==> config.mk <==
export PLATFORM = sky130hd
export DESIGN_NAME = ps_lane_arbiter_flat
export DESIGN_NICKNAME = d
export VERILOG_FILES = /design/src/rtl/ps_lane_arbiter_pkg.sv /design/src/rtl/ps_lane_arbiter_if.sv /design/src/rtl/ps_lane_arbiter_rr_grant.sv /design/src/rtl/ps_lane_arbiter.sv /design/src/flat_wrapper.sv
export SDC_FILE = /design/constraint.sdc
export NUM_CORES = 1
export LEC_CHECK = 0
export CAP_MARGIN = 10
export CORE_UTILIZATION = 51
export DETAILED_ROUTE_END_ITERATION = 6
export PLACE_DENSITY_LB_ADDON = 0.05
export SLEW_MARGIN = 20
export SYNTH_ARGS = -nofsm -noshare
export SYNTH_HDL_FRONTEND = slang
export SYNTH_SLANG_ARGS = --single-unit
==> constraint.sdc <==
create_clock -name clk_4f -period 4.07 [get_ports clk_4f]
set_input_delay 0.6105 -clock clk_4f [delete_from_list [all_inputs] [get_ports clk_4f]]
set_output_delay 0.6105 -clock clk_4f [all_outputs]
set_load 0.01 [all_outputs]
==> src/rtl/ps_lane_arbiter_pkg.sv <==
`default_nettype none
// ============================================================================
//  Module      : ps_lane_arbiter_pkg
//  Description : Shared constants and types for the two-lane byte arbiter
//                that feeds the parallel-to-serial converter.
//  Revision    : 1.0  initial release
// ============================================================================
package ps_lane_arbiter_pkg;

    // Filler / sync symbol driven whenever no payload byte is present
    localparam logic [7:0] IDLE_BYTE_DEFAULT = 8'hBC;

    // FSM encoding
    localparam logic [0:0] ST_SYNC = 1'b0;
    localparam logic [0:0] ST_RUN  = 1'b1;

    // Lane identifiers
    typedef logic lane_t;
    localparam lane_t LANE0 = 1'b0;
    localparam lane_t LANE1 = 1'b1;

    // The lane that is not l
    function automatic lane_t other_lane(input lane_t l);
        return ~l;
    endfunction

endpackage
`default_nettype wire

==> src/rtl/ps_lane_arbiter_if.sv <==
`default_nettype none
// ============================================================================
//  Module      : ps_lane_arbiter_if
//  Description : Requester handshakes, converter-side byte bus and status
//                of the two-lane byte arbiter.
//  Revision    : 1.0  initial release
// ============================================================================
interface ps_lane_arbiter_if #(
    parameter int DATA_W = 8,
    parameter int CNT_W  = 16
);
    import ps_lane_arbiter_pkg::*;

    logic [DATA_W-1:0] req0_data;
    logic              req0_valid;
    logic              req0_ready;
    logic [DATA_W-1:0] req1_data;
    logic              req1_valid;
    logic              req1_ready;
    logic [DATA_W-1:0] data_out;
    logic              valid_out;
    lane_t             lane_out;
    logic              sync_done;
    logic [CNT_W-1:0]  cnt0;
    logic [CNT_W-1:0]  cnt1;

    // Requester / observer side
    modport master (
        output req0_data, req0_valid, req1_data, req1_valid,
        input  req0_ready, req1_ready,
        input  data_out, valid_out, lane_out, sync_done, cnt0, cnt1
    );

    // Arbiter side
    modport slave (
        input  req0_data, req0_valid, req1_data, req1_valid,
        output req0_ready, req1_ready,
        output data_out, valid_out, lane_out, sync_done, cnt0, cnt1
    );

endinterface
`default_nettype wire

==> src/rtl/ps_lane_arbiter_rr_grant.sv <==
`default_nettype none
// ============================================================================
//  Module      : ps_lane_arbiter_rr_grant
//  Description : Combinational round-robin grant with a burst limit for two
//                byte lanes.
//  Revision    : 1.0  initial release
// ============================================================================
module ps_lane_arbiter_rr_grant
    import ps_lane_arbiter_pkg::*;
#(
    parameter int MAX_BURST = 4,
    parameter int BCNT_W    = 3
) (
    input  wire logic [1:0]        valid,
    input  wire lane_t             last,
    input  wire logic [BCNT_W-1:0] bcnt,
    output logic                   grant_vld,
    output lane_t                  grant
);

    localparam logic [BCNT_W-1:0] C_BCNT_MAX = BCNT_W'(MAX_BURST);

    // Pick a lane: a lone requester always wins; on a tie the lane holding a
    // burst in progress keeps it until the limit. bcnt==0 means no burst is
    // running (after reset or an idle cycle), so the tie alternates away from
    // last -- with last resetting to lane 1 the first tie goes to lane 0.
    always_comb begin
        grant_vld = |valid;
        grant     = LANE0;
        case (valid)
            2'b01:   grant = LANE0;
            2'b10:   grant = LANE1;
            2'b11:   grant = ((bcnt != '0) && (bcnt < C_BCNT_MAX)) ? last : other_lane(last);
            default: grant = LANE0;
        endcase
    end

endmodule
`default_nettype wire

==> src/rtl/ps_lane_arbiter.sv <==
`default_nettype none
// ============================================================================
//  Module      : ps_lane_arbiter
//  Description : Shares one parallel-to-serial converter between two byte
//                requesters. Emits an IDLE_BYTE sync preamble after reset,
//                then grants round-robin with a burst limit, registering the
//                accepted byte onto the converter input one cycle later.
//  Revision    : 1.0  initial release
// ============================================================================
module ps_lane_arbiter
    import ps_lane_arbiter_pkg::*;
#(
    parameter int                DATA_W     = 8,
    parameter logic [DATA_W-1:0] IDLE_BYTE  = DATA_W'(IDLE_BYTE_DEFAULT),
    parameter int                SYNC_COUNT = 4,
    parameter int                MAX_BURST  = 4,
    parameter int                CNT_W      = 16
) (
    input  wire logic         clk_4f,
    input  wire logic         reset,
    ps_lane_arbiter_if.slave  bus
);

    localparam int SYNC_W = (SYNC_COUNT > 1) ? $clog2(SYNC_COUNT) : 1;
    localparam int BCNT_W = $clog2(MAX_BURST + 1);
    localparam logic [SYNC_W-1:0] C_SYNC_LAST = SYNC_W'(SYNC_COUNT - 1);
    localparam logic [BCNT_W-1:0] C_BCNT_MAX  = BCNT_W'(MAX_BURST);
    localparam logic [BCNT_W-1:0] C_BCNT_ONE  = BCNT_W'(1);

    logic [0:0]        r_state;
    logic [0:0]        w_state_next;
    logic [SYNC_W-1:0] r_sync_cnt;
    lane_t             r_last;
    logic [BCNT_W-1:0] r_bcnt;
    logic              w_grant_vld;
    lane_t             w_grant;
    logic              w_ready0;
    logic              w_ready1;
    logic              w_acc0;
    logic              w_acc1;
    logic [DATA_W-1:0] r_data;
    logic              r_valid;
    lane_t             r_lane;
    logic [CNT_W-1:0]  r_cnt0;
    logic [CNT_W-1:0]  r_cnt1;

    ps_lane_arbiter_rr_grant #(
        .MAX_BURST (MAX_BURST),
        .BCNT_W    (BCNT_W)
    ) u_rr_grant (
        .valid     ({bus.req1_valid, bus.req0_valid}),
        .last      (r_last),
        .bcnt      (r_bcnt),
        .grant_vld (w_grant_vld),
        .grant     (w_grant)
    );

    // FSM state register
    always_ff @(posedge clk_4f) begin
        if (reset) r_state <= ST_SYNC;
        else       r_state <= w_state_next;
    end

    // FSM next state: leave the preamble after SYNC_COUNT cycles, then RUN until reset
    always_comb begin
        w_state_next = r_state;
        if ((r_state == ST_SYNC) && (r_sync_cnt == C_SYNC_LAST))
            w_state_next = ST_RUN;
    end

    // FSM outputs: readies only in RUN and only for the granted lane
    always_comb begin
        w_ready0 = 1'b0;
        w_ready1 = 1'b0;
        if ((r_state == ST_RUN) && w_grant_vld) begin
            w_ready0 = (w_grant == LANE0);
            w_ready1 = (w_grant == LANE1);
        end
    end

    assign w_acc0 = bus.req0_valid && w_ready0;
    assign w_acc1 = bus.req1_valid && w_ready1;

    // Preamble length counter
    always_ff @(posedge clk_4f) begin
        if (reset)                  r_sync_cnt <= '0;
        else if (r_state == ST_SYNC) r_sync_cnt <= r_sync_cnt + 1'b1;
    end

    // Burst tracking: count consecutive grants to the same lane, saturating at the limit
    always_ff @(posedge clk_4f) begin
        if (reset) begin
            r_last <= LANE1;
            r_bcnt <= '0;
        end else if (r_state == ST_RUN) begin
            if (!w_grant_vld) begin
                r_bcnt <= '0;
            end else if (w_grant == r_last) begin
                r_bcnt <= (r_bcnt == C_BCNT_MAX) ? r_bcnt : r_bcnt + 1'b1;
            end else begin
                r_last <= w_grant;
                r_bcnt <= C_BCNT_ONE;
            end
        end
    end

    // Converter-side output register: accepted byte one cycle later, else filler
    always_ff @(posedge clk_4f) begin
        if (reset) begin
            r_data  <= IDLE_BYTE;
            r_valid <= 1'b0;
            r_lane  <= LANE0;
        end else if (w_acc0) begin
            r_data  <= bus.req0_data;
            r_valid <= 1'b1;
            r_lane  <= LANE0;
        end else if (w_acc1) begin
            r_data  <= bus.req1_data;
            r_valid <= 1'b1;
            r_lane  <= LANE1;
        end else begin
            r_data  <= IDLE_BYTE;
            r_valid <= 1'b0;
            r_lane  <= LANE0;
        end
    end

    // Per-lane accepted-byte statistics, wrapping silently
    always_ff @(posedge clk_4f) begin
        if (reset) begin
            r_cnt0 <= '0;
            r_cnt1 <= '0;
        end else begin
            if (w_acc0) r_cnt0 <= r_cnt0 + 1'b1;
            if (w_acc1) r_cnt1 <= r_cnt1 + 1'b1;
        end
    end

    assign bus.req0_ready = w_ready0;
    assign bus.req1_ready = w_ready1;
    assign bus.data_out   = r_data;
    assign bus.valid_out  = r_valid;
    assign bus.lane_out   = r_lane;
    assign bus.sync_done  = (r_state == ST_RUN);
    assign bus.cnt0       = r_cnt0;
    assign bus.cnt1       = r_cnt1;

endmodule
`default_nettype wire

==> src/flat_wrapper.sv <==
// flat-port wrapper written by rule: the top's interface ports become plain ports
module ps_lane_arbiter_flat import ps_lane_arbiter_pkg::*;
#(
    parameter int                DATA_W     = 8,
    parameter logic [DATA_W-1:0] IDLE_BYTE  = DATA_W'(IDLE_BYTE_DEFAULT),
    parameter int                SYNC_COUNT = 4,
    parameter int                MAX_BURST  = 4,
    parameter int                CNT_W      = 16
)
  (clk_4f, reset, bus_req0_data, bus_req0_valid, bus_req1_data, bus_req1_valid, bus_req0_ready, bus_req1_ready, bus_data_out, bus_valid_out, bus_lane_out, bus_sync_done, bus_cnt0, bus_cnt1);
  ps_lane_arbiter_if #(.DATA_W(DATA_W), .CNT_W(CNT_W)) bus_i ();
  input  wire logic clk_4f;
  input  wire logic reset;
  input wire logic [$bits(bus_i.req0_data)-1:0] bus_req0_data;
  input wire logic [$bits(bus_i.req0_valid)-1:0] bus_req0_valid;
  input wire logic [$bits(bus_i.req1_data)-1:0] bus_req1_data;
  input wire logic [$bits(bus_i.req1_valid)-1:0] bus_req1_valid;
  output wire logic [$bits(bus_i.req0_ready)-1:0] bus_req0_ready;
  output wire logic [$bits(bus_i.req1_ready)-1:0] bus_req1_ready;
  output wire logic [$bits(bus_i.data_out)-1:0] bus_data_out;
  output wire logic [$bits(bus_i.valid_out)-1:0] bus_valid_out;
  output wire logic [$bits(bus_i.lane_out)-1:0] bus_lane_out;
  output wire logic [$bits(bus_i.sync_done)-1:0] bus_sync_done;
  output wire logic [$bits(bus_i.cnt0)-1:0] bus_cnt0;
  output wire logic [$bits(bus_i.cnt1)-1:0] bus_cnt1;
  assign bus_i.req0_data = bus_req0_data;
  assign bus_i.req0_valid = bus_req0_valid;
  assign bus_i.req1_data = bus_req1_data;
  assign bus_i.req1_valid = bus_req1_valid;
  assign bus_req0_ready = bus_i.req0_ready;
  assign bus_req1_ready = bus_i.req1_ready;
  assign bus_data_out = bus_i.data_out;
  assign bus_valid_out = bus_i.valid_out;
  assign bus_lane_out = bus_i.lane_out;
  assign bus_sync_done = bus_i.sync_done;
  assign bus_cnt0 = bus_i.cnt0;
  assign bus_cnt1 = bus_i.cnt1;
  ps_lane_arbiter #(.DATA_W(DATA_W), .IDLE_BYTE(IDLE_BYTE), .SYNC_COUNT(SYNC_COUNT), .MAX_BURST(MAX_BURST), .CNT_W(CNT_W)) u_core (.clk_4f(clk_4f), .reset(reset), .bus(bus_i));
endmodule
==> run summary, run 1 <==
Layout fillers -> 366
Peak Freq -> 321 MHz
Initial DRC Count -> 74
Port Buffers -> 64
Lkg Pwr -> 1.01 nW
site row count -> 24
Worst Setup End Kind -> output pin
vias per std cell -> 5.79
outcome -> finished clean
I/O pin cnt -> 65
n_diodes -> 0
crit-path leading delay family -> buffers and inverters
maximum vdd drop -> 171 µV
Min-Delay Path Depth -> 2
PwrDens -> 286 nW/µm²
CTS Sinks -> 49
final hold vios -> 0
FFs w/ async S/R, synth -> 0%
origin of the worst min-delay path -> u_core.r_bcnt[1]
Synth area leaders -> dfxtp_1 (42%), a21oi_1 (5.8%), o31ai_1 (4.8%), or4_1 (4.8%), nand2_1 (3.7%)
worst setup path category -> reg2out
crit-path max FO -> 13
Tmin final -> 3.11 ns
CP required -> 3.46 ns
ratio of cells with drive above 1 in the final layout -> 4.89%
top post-synthesis cells by count -> dfxtp_1 (49), a21oi_1 (27), nand2_1 (23)
Layout Area Growth over Synthesis -> 30.5%
area of the core -> 4350 µm²
hold bufs inserted after CTS -> 0
total grt overflow -> 0
nets -> 351
clk slew on worst S/H paths -> 0.09 ns
synthesized area per cell -> 8.52 µm²
clk_lat worst skew -> 0.31 ns
r2r setup slk -> 1.65 ns
Hold EP -> u_core.r_bcnt[1]
Antenna Nets Post-Route -> 0
crit-path cells -> inv_1 > ha_1 > or3_4 > a31o_2 > inv_1 > clkdlybuf4s50_1
Post-CTS Setup Inserts -> 0
synthesized instance count -> 273
cts bufs inserted -> 5
vias in the first global route -> 1924
Worst setup SP type -> flop
crit path buf inv count -> 3
Yosys top cell area share -> 42.2%
wire length per cell -> 14.0 µm
TritonCTS clock tree -> yes
final setup fails -> 0
most area-hungry cell type in the Yosys netlist -> dfxtp_1
Setup TNS -> 0 ns
most numerous cell in the Yosys netlist -> dfxtp_1
Longest Clk Path Bufs -> 2
number of synthesized flops with an enable pin -> 0
crit share post-route -> 76.5%
initial core utilization -> 53.4%
Die H -> 69.5 µm
Post-DP Area -> 2950 µm²
worst slew pin tran -> 0.737 ns
die extent in x -> 69.5 µm
All-Layer GR Usage -> 22.8%
delay of the slowest critical-path stage -> 0.58 ns
syn nets -> 298
crit path DAT -> 2.50 ns
gpl congestion -> 0.745
R2R Path End -> u_core.bus.cnt0[13]
clk root buf -> clkbuf_8
drt pass-1 iters -> 4
Yosys reg bits -> 49
Top FF cell, synth -> dfxtp_1
R2R Path Start -> u_core.r_bcnt[0]
count of different cell masters after synthesis -> 49
largest net degree at the start of global routing -> 28
Slew HR -> 50.8%
Synth Cell Area -> 2320 µm²
class of the worst hold path -> reg2reg
FF-to-FF path depth -> 6
Total Wirelength -> 5290 µm
register area share after synthesis -> 42.2%
H-tree Lvls -> 2
max-slew violations -> 0
Max-cap violations -> 0
RSZ-0062 raised after global routing -> false
CP dominant cell by count -> inv_1
design area -> 3030 µm²
via count -> 2196
Worst Skew -> 0.00564 ns
post-CTS sizing -> 0
post-DP HPWL -> 3630 µm
antenna violations before repair -> 0
DRC -> 0
die area -> 4830 µm²
synth warn -> 0
slowest CP cell -> clkdlybuf4s50_1
first-pass GRT wire length -> 8910 µm
## placed cells by master, fill, tap and decap left out, drive strengths merged, types with 2 or more instances in the layout
cell	instances
clkdlybuf4s50	64
dfxtp	49
a21oi	27
nand2	23
o31ai	15
or4	15
nor2	15
o21ai	15
nand3	13
or3	10
inv	9
clkbuf	6
nand4	5
nor2b	5
o22ai	5
ha	5
and3	4
mux2	4
nor3b	3
a22oi	3
clkinv	3
and2	2
and4	2
o211a	2
mux2i	2
xnor2	2
buf	2
## logic make-up after synthesis
family          share of synthesized area (%)
xor+xnor                                 1.13
mux                                      2.80
compound gates                           21.2
fa+ha+maj                                2.69
flops                                    42.2
buf+inv                                  5.65
simple gates                             24.4
## per-layer routing
layer	vias up	share of wire, %	global-route usage (%)
met3	4	4.9	5.38
met1	1023	48	30.2
met4	0	0.81	7.48
met2	48	47	36.7
met5	-	0	0
li1	1121	-	-
## registers in the layout, indices dropped and copies added (netlist names)
name	cells
u_core.r_last	1
u_core.bus.lane_out	1
u_core.bus.cnt0	16
u_core.bus.data_out	8
u_core.r_bcnt	3
u_core.bus.valid_out	1
u_core.r_sync_cnt	2
u_core.bus.cnt1	16
u_core.bus.sync_done	1
## final cells by class
class                   instances  area (µm²)  share of cell area, %
inverters                      10        37.5                   1.24
repair buffers                 66         656                   21.6
flip-flops and latches         49         981                   32.3
multi-input cells             194        1210                   40.0
well taps                      52        65.1                   2.14
clock buffers                   6        72.6                   2.39
clock inverters                 2        10.0                  0.330
## power by group
part | switching [mW] | total, mW | leakage (nW) | internal, mW
Combinational | 0.0417 | 0.0881 | 0.571 | 0.0464
Sequential | 0.0108 | 0.501 | 0.396 | 0.490
Clock | 0.159 | 0.278 | 0.0450 | 0.119
Total | 0.211 | 0.867 | 1.01 | 0.656
## worst reg2reg max path, delay by kind of cell (launching register included)
kind | cells | cell delay, ns
buf+inv | 1 | 0.06
flops | 1 | 0.34
fa+ha+maj | 1 | 0.30
compound gates | 2 | 0.72
simple gates | 2 | 0.94
## worst max path at each step
| stage | startpoint | endpoint | slack [ns] | cells after the start |
|---|---|---|---|---|
| detailed placement | bus_req0_valid | bus_req1_ready | 0.99 | 5 |
| finish | u_core.r_bcnt[0] | bus_req0_ready | 0.96 | 6 |
| global route | u_core.r_bcnt[1] | bus_req0_ready | 0.80 | 6 |
| CTS | u_core.r_bcnt[1] | bus_req0_ready | 0.93 | 6 |
| global placement | bus_req0_valid | bus_req1_ready | 0.99 | 5 |
| floorplan | u_core.r_bcnt[0] | bus_req1_ready | 1.87 | 6 |
## per-stage QoR
step | hold WS (ns) | power, mW | instances | setup slack [ns] | util, %
final | 0.490 | 0.867 | 379 | 0.958 | 69.7
after global placement | 0.465 | 0.598 | 371 | 0.991 | 67.8
after detailed placement | 0.482 | 0.600 | 371 | 0.993 | 67.8
after floorplan | 0.451 | 0.560 | 273 | 1.87 | -
after global routing | 0.521 | 0.903 | 379 | 0.799 | 69.7
after CTS | 0.495 | 0.874 | 379 | 0.933 | 69.7
No activity file was read; power rests on OpenSTA's default activity.
==> run 2, diff against run 1 <==
--- a/config.mk
+++ b/config.mk
@@ -6,7 +6,7 @@
 export NUM_CORES = 1
 export LEC_CHECK = 0
 export CAP_MARGIN = 10
-export CORE_UTILIZATION = 51
+export CORE_UTILIZATION = 43
 export DETAILED_ROUTE_END_ITERATION = 6
 export PLACE_DENSITY_LB_ADDON = 0.05
 export SLEW_MARGIN = 20
==> constraint.sdc (replaced) <==
create_clock -name clk_4f -period 2.6 [get_ports clk_4f]
set_input_delay 0.39 -clock clk_4f [delete_from_list [all_inputs] [get_ports clk_4f]]
set_output_delay 0.39 -clock clk_4f [all_outputs]
set_load 0.01 [all_outputs]
==> run summary, run 2 (same netlist as run 1, synthesis figures left out) <==
crit-path leading delay family -> simple AND/OR/NAND/NOR gates
area of the core -> 5170 µm² (+19%)
crit-path max FO -> 18 (+5)
site row count -> 26 (+8.3%)
RSZ-0062 raised after global routing -> false
vias in the first global route -> 1917 (-0.36%)
FF-to-FF path depth -> 6 (unchanged)
Slew HR -> 56.9% (+6.1 points)
delay of the slowest critical-path stage -> 0.54 ns (-0.04 ns)
crit share post-route -> 87.8%
cts bufs inserted -> 5 (unchanged)
antenna violations before repair -> 0 (unchanged)
origin of the worst min-delay path -> u_core.r_bcnt[1]
die area -> 5700 µm² (+18%)
All-Layer GR Usage -> 20.0% (-2.8 points)
vias per std cell -> 5.62 (-3.1%)
worst setup path category -> reg2reg
clk root buf -> clkbuf_8
crit path buf inv count -> 1 (-2)
first-pass GRT wire length -> 8760 µm (-1.8%)
Port Buffers -> 64 (unchanged)
slowest CP cell -> a311o_1
Min-Delay Path Depth -> 2 (unchanged)
R2R Path Start -> u_core.r_bcnt[0]
CTS Sinks -> 49 (unchanged)
DP Cell Count -> 398 (+7.3%)
Total Wirelength -> 5500 µm (+4.0%)
maximum vdd drop -> 243 µV (+42%)
clk_lat worst skew -> 0.31 ns (about the same)
design area -> 3150 µm² (+3.8%)
I/O pin cnt -> 65 (unchanged)
drt pass-1 iters -> 4 (unchanged)
R2R Path End -> u_core.bus.cnt0[13]
Setup TNS -> 0 ns (unchanged)
Post-DP Area -> 3050 µm² (+3.5%)
crit-path cells -> inv_1 > ha_2 > or3_4 > a311o_1 > or4_1 > a21oi_1
PwrDens -> 441 nW/µm² (+54%)
max-slew violations -> 0 (unchanged)
largest net degree at the start of global routing -> 41 (+46%)
clk slew on worst S/H paths -> 0.10 ns (about the same)
n_diodes -> 0 (unchanged)
TritonCTS clock tree -> yes
DRC -> 0 (unchanged)
Tmin final -> 2.28 ns
Peak Freq -> 438 MHz
Worst Skew -> 0.00878 ns (+0.00314 ns)
Die H -> 75.5 µm (+8.6%)
H-tree Lvls -> 2 (unchanged)
Worst Setup End Kind -> flop
r2r setup slk -> 0.32 ns (-1.33 ns)
Initial DRC Count -> 119 (+61%)
final hold vios -> 0 (unchanged)
class of the worst hold path -> reg2reg
Layout Area Growth over Synthesis -> 35.4%
highest-count cells in the layout ignoring fill and taps -> clkdlybuf4s50_1 (62), dfxtp_1 (49), a21oi_1 (27)
wire length per cell -> 13.5 µm (-2.9%)
initial core utilization -> 44.9% (-8.4 points)
die extent in x -> 75.5 µm (+8.6%)
post-DP HPWL -> 3780 µm (+4.2%)
Lkg Pwr -> 1.09 nW (+8.1%)
non-filler cells, final -> 406 (+7.1%)
gpl congestion -> 0.834 (+12%)
nets -> 360 (+2.6%)
Power, Total -> 1.39 mW (+60%)
worst slew pin tran -> 0.646 ns (-0.0916 ns)
outcome -> finished clean
Hold EP -> u_core.r_bcnt[1]
final setup fails -> 0 (unchanged)
Longest Clk Path Bufs -> 2 (unchanged)
Antenna Nets Post-Route -> 0 (unchanged)
Max-cap violations -> 0 (unchanged)
CP required -> 2.84 ns (-0.62 ns)
total grt overflow -> 0 (unchanged)
crit path DAT -> 2.53 ns (+0.03 ns)
most common cell after layout, fill and taps aside -> clkdlybuf4s50_1
ratio of cells with drive above 1 in the final layout -> 8.04% (+3.1 points)
via count -> 2280 (+3.8%)
Worst setup SP type -> flop
run 2: per-stage QoR:
stage	utilization (%)	worst slack (ns)	hold slack [ns]
after floorplan	-	0.507	0.451
after global placement	59.0	0.205	0.466
after detailed placement	59.0	0.139	0.478
after CTS	60.8	0.0411	0.492
after global routing	60.9	0.187	0.518
final	60.9	0.317	0.486
run 2: worst min-delay path, cell delays in order, from the launching register on:
cell and delay [ns]:
dfxtp_1 0.34, nand2_1 0.06, mux2i_1 0.05
run 2: power breakdown:
group | switching (mW) | internal [mW] | leakage, nW
registers | 0.0139 | 0.767 | 0.396
clock network | 0.267 | 0.186 | 0.0439
logic | 0.0708 | 0.0830 | 0.653
total | 0.352 | 1.04 | 1.09
run 2: metal layers:
metal / vias to the layer above / wire [µm] / part of all wire (%) / track usage (%)
li1: 1139 / - / - / -
met1: 1071 / 2650 / 48 / 27.6
met2: 64 / 2390 / 43 / 30.4
met3: 6 / 417 / 7.6 / 6.61
met4: 0 / 51 / 0.93 / 4.32
met5: - / 0 / 0 / 0
run 2: layout make-up:
| type | instances | area [µm²] |
|---|---|---|
| inverters | 10 | 37.5 |
| repair buffers | 75 | 741 |
| fillers | 474 | 2020 |
| clock buffers | 5 | 68.8 |
| clock inverters | 3 | 17.5 |
| well taps | 70 | 87.6 |
| multi-input cells | 194 | 1210 |
| flip-flops and latches | 49 | 981 |
run 2: timing repair:
action                                  CTS  global route
gates resized for setup                   1             2
endpoints found under the setup margin    1             2
setup buffers                             0             0
pin swaps                                 0             0
hold buffers                              0             0
run 2: how the worst max path moves through the flow:
stage	to	cells after the start	startpoint	slack, ns
floorplan	u_core.bus.cnt0[11]	7	u_core.r_bcnt[0]	0.51
global placement	bus_req1_ready	5	bus_req0_valid	0.20
detailed placement	u_core.bus.cnt0[13]	6	bus_req0_valid	0.14
CTS	bus_req0_ready	6	u_core.r_bcnt[0]	0.04
global route	u_core.bus.cnt0[13]	6	u_core.r_bcnt[0]	0.19
finish	u_core.bus.cnt0[13]	6	u_core.r_bcnt[0]	0.32
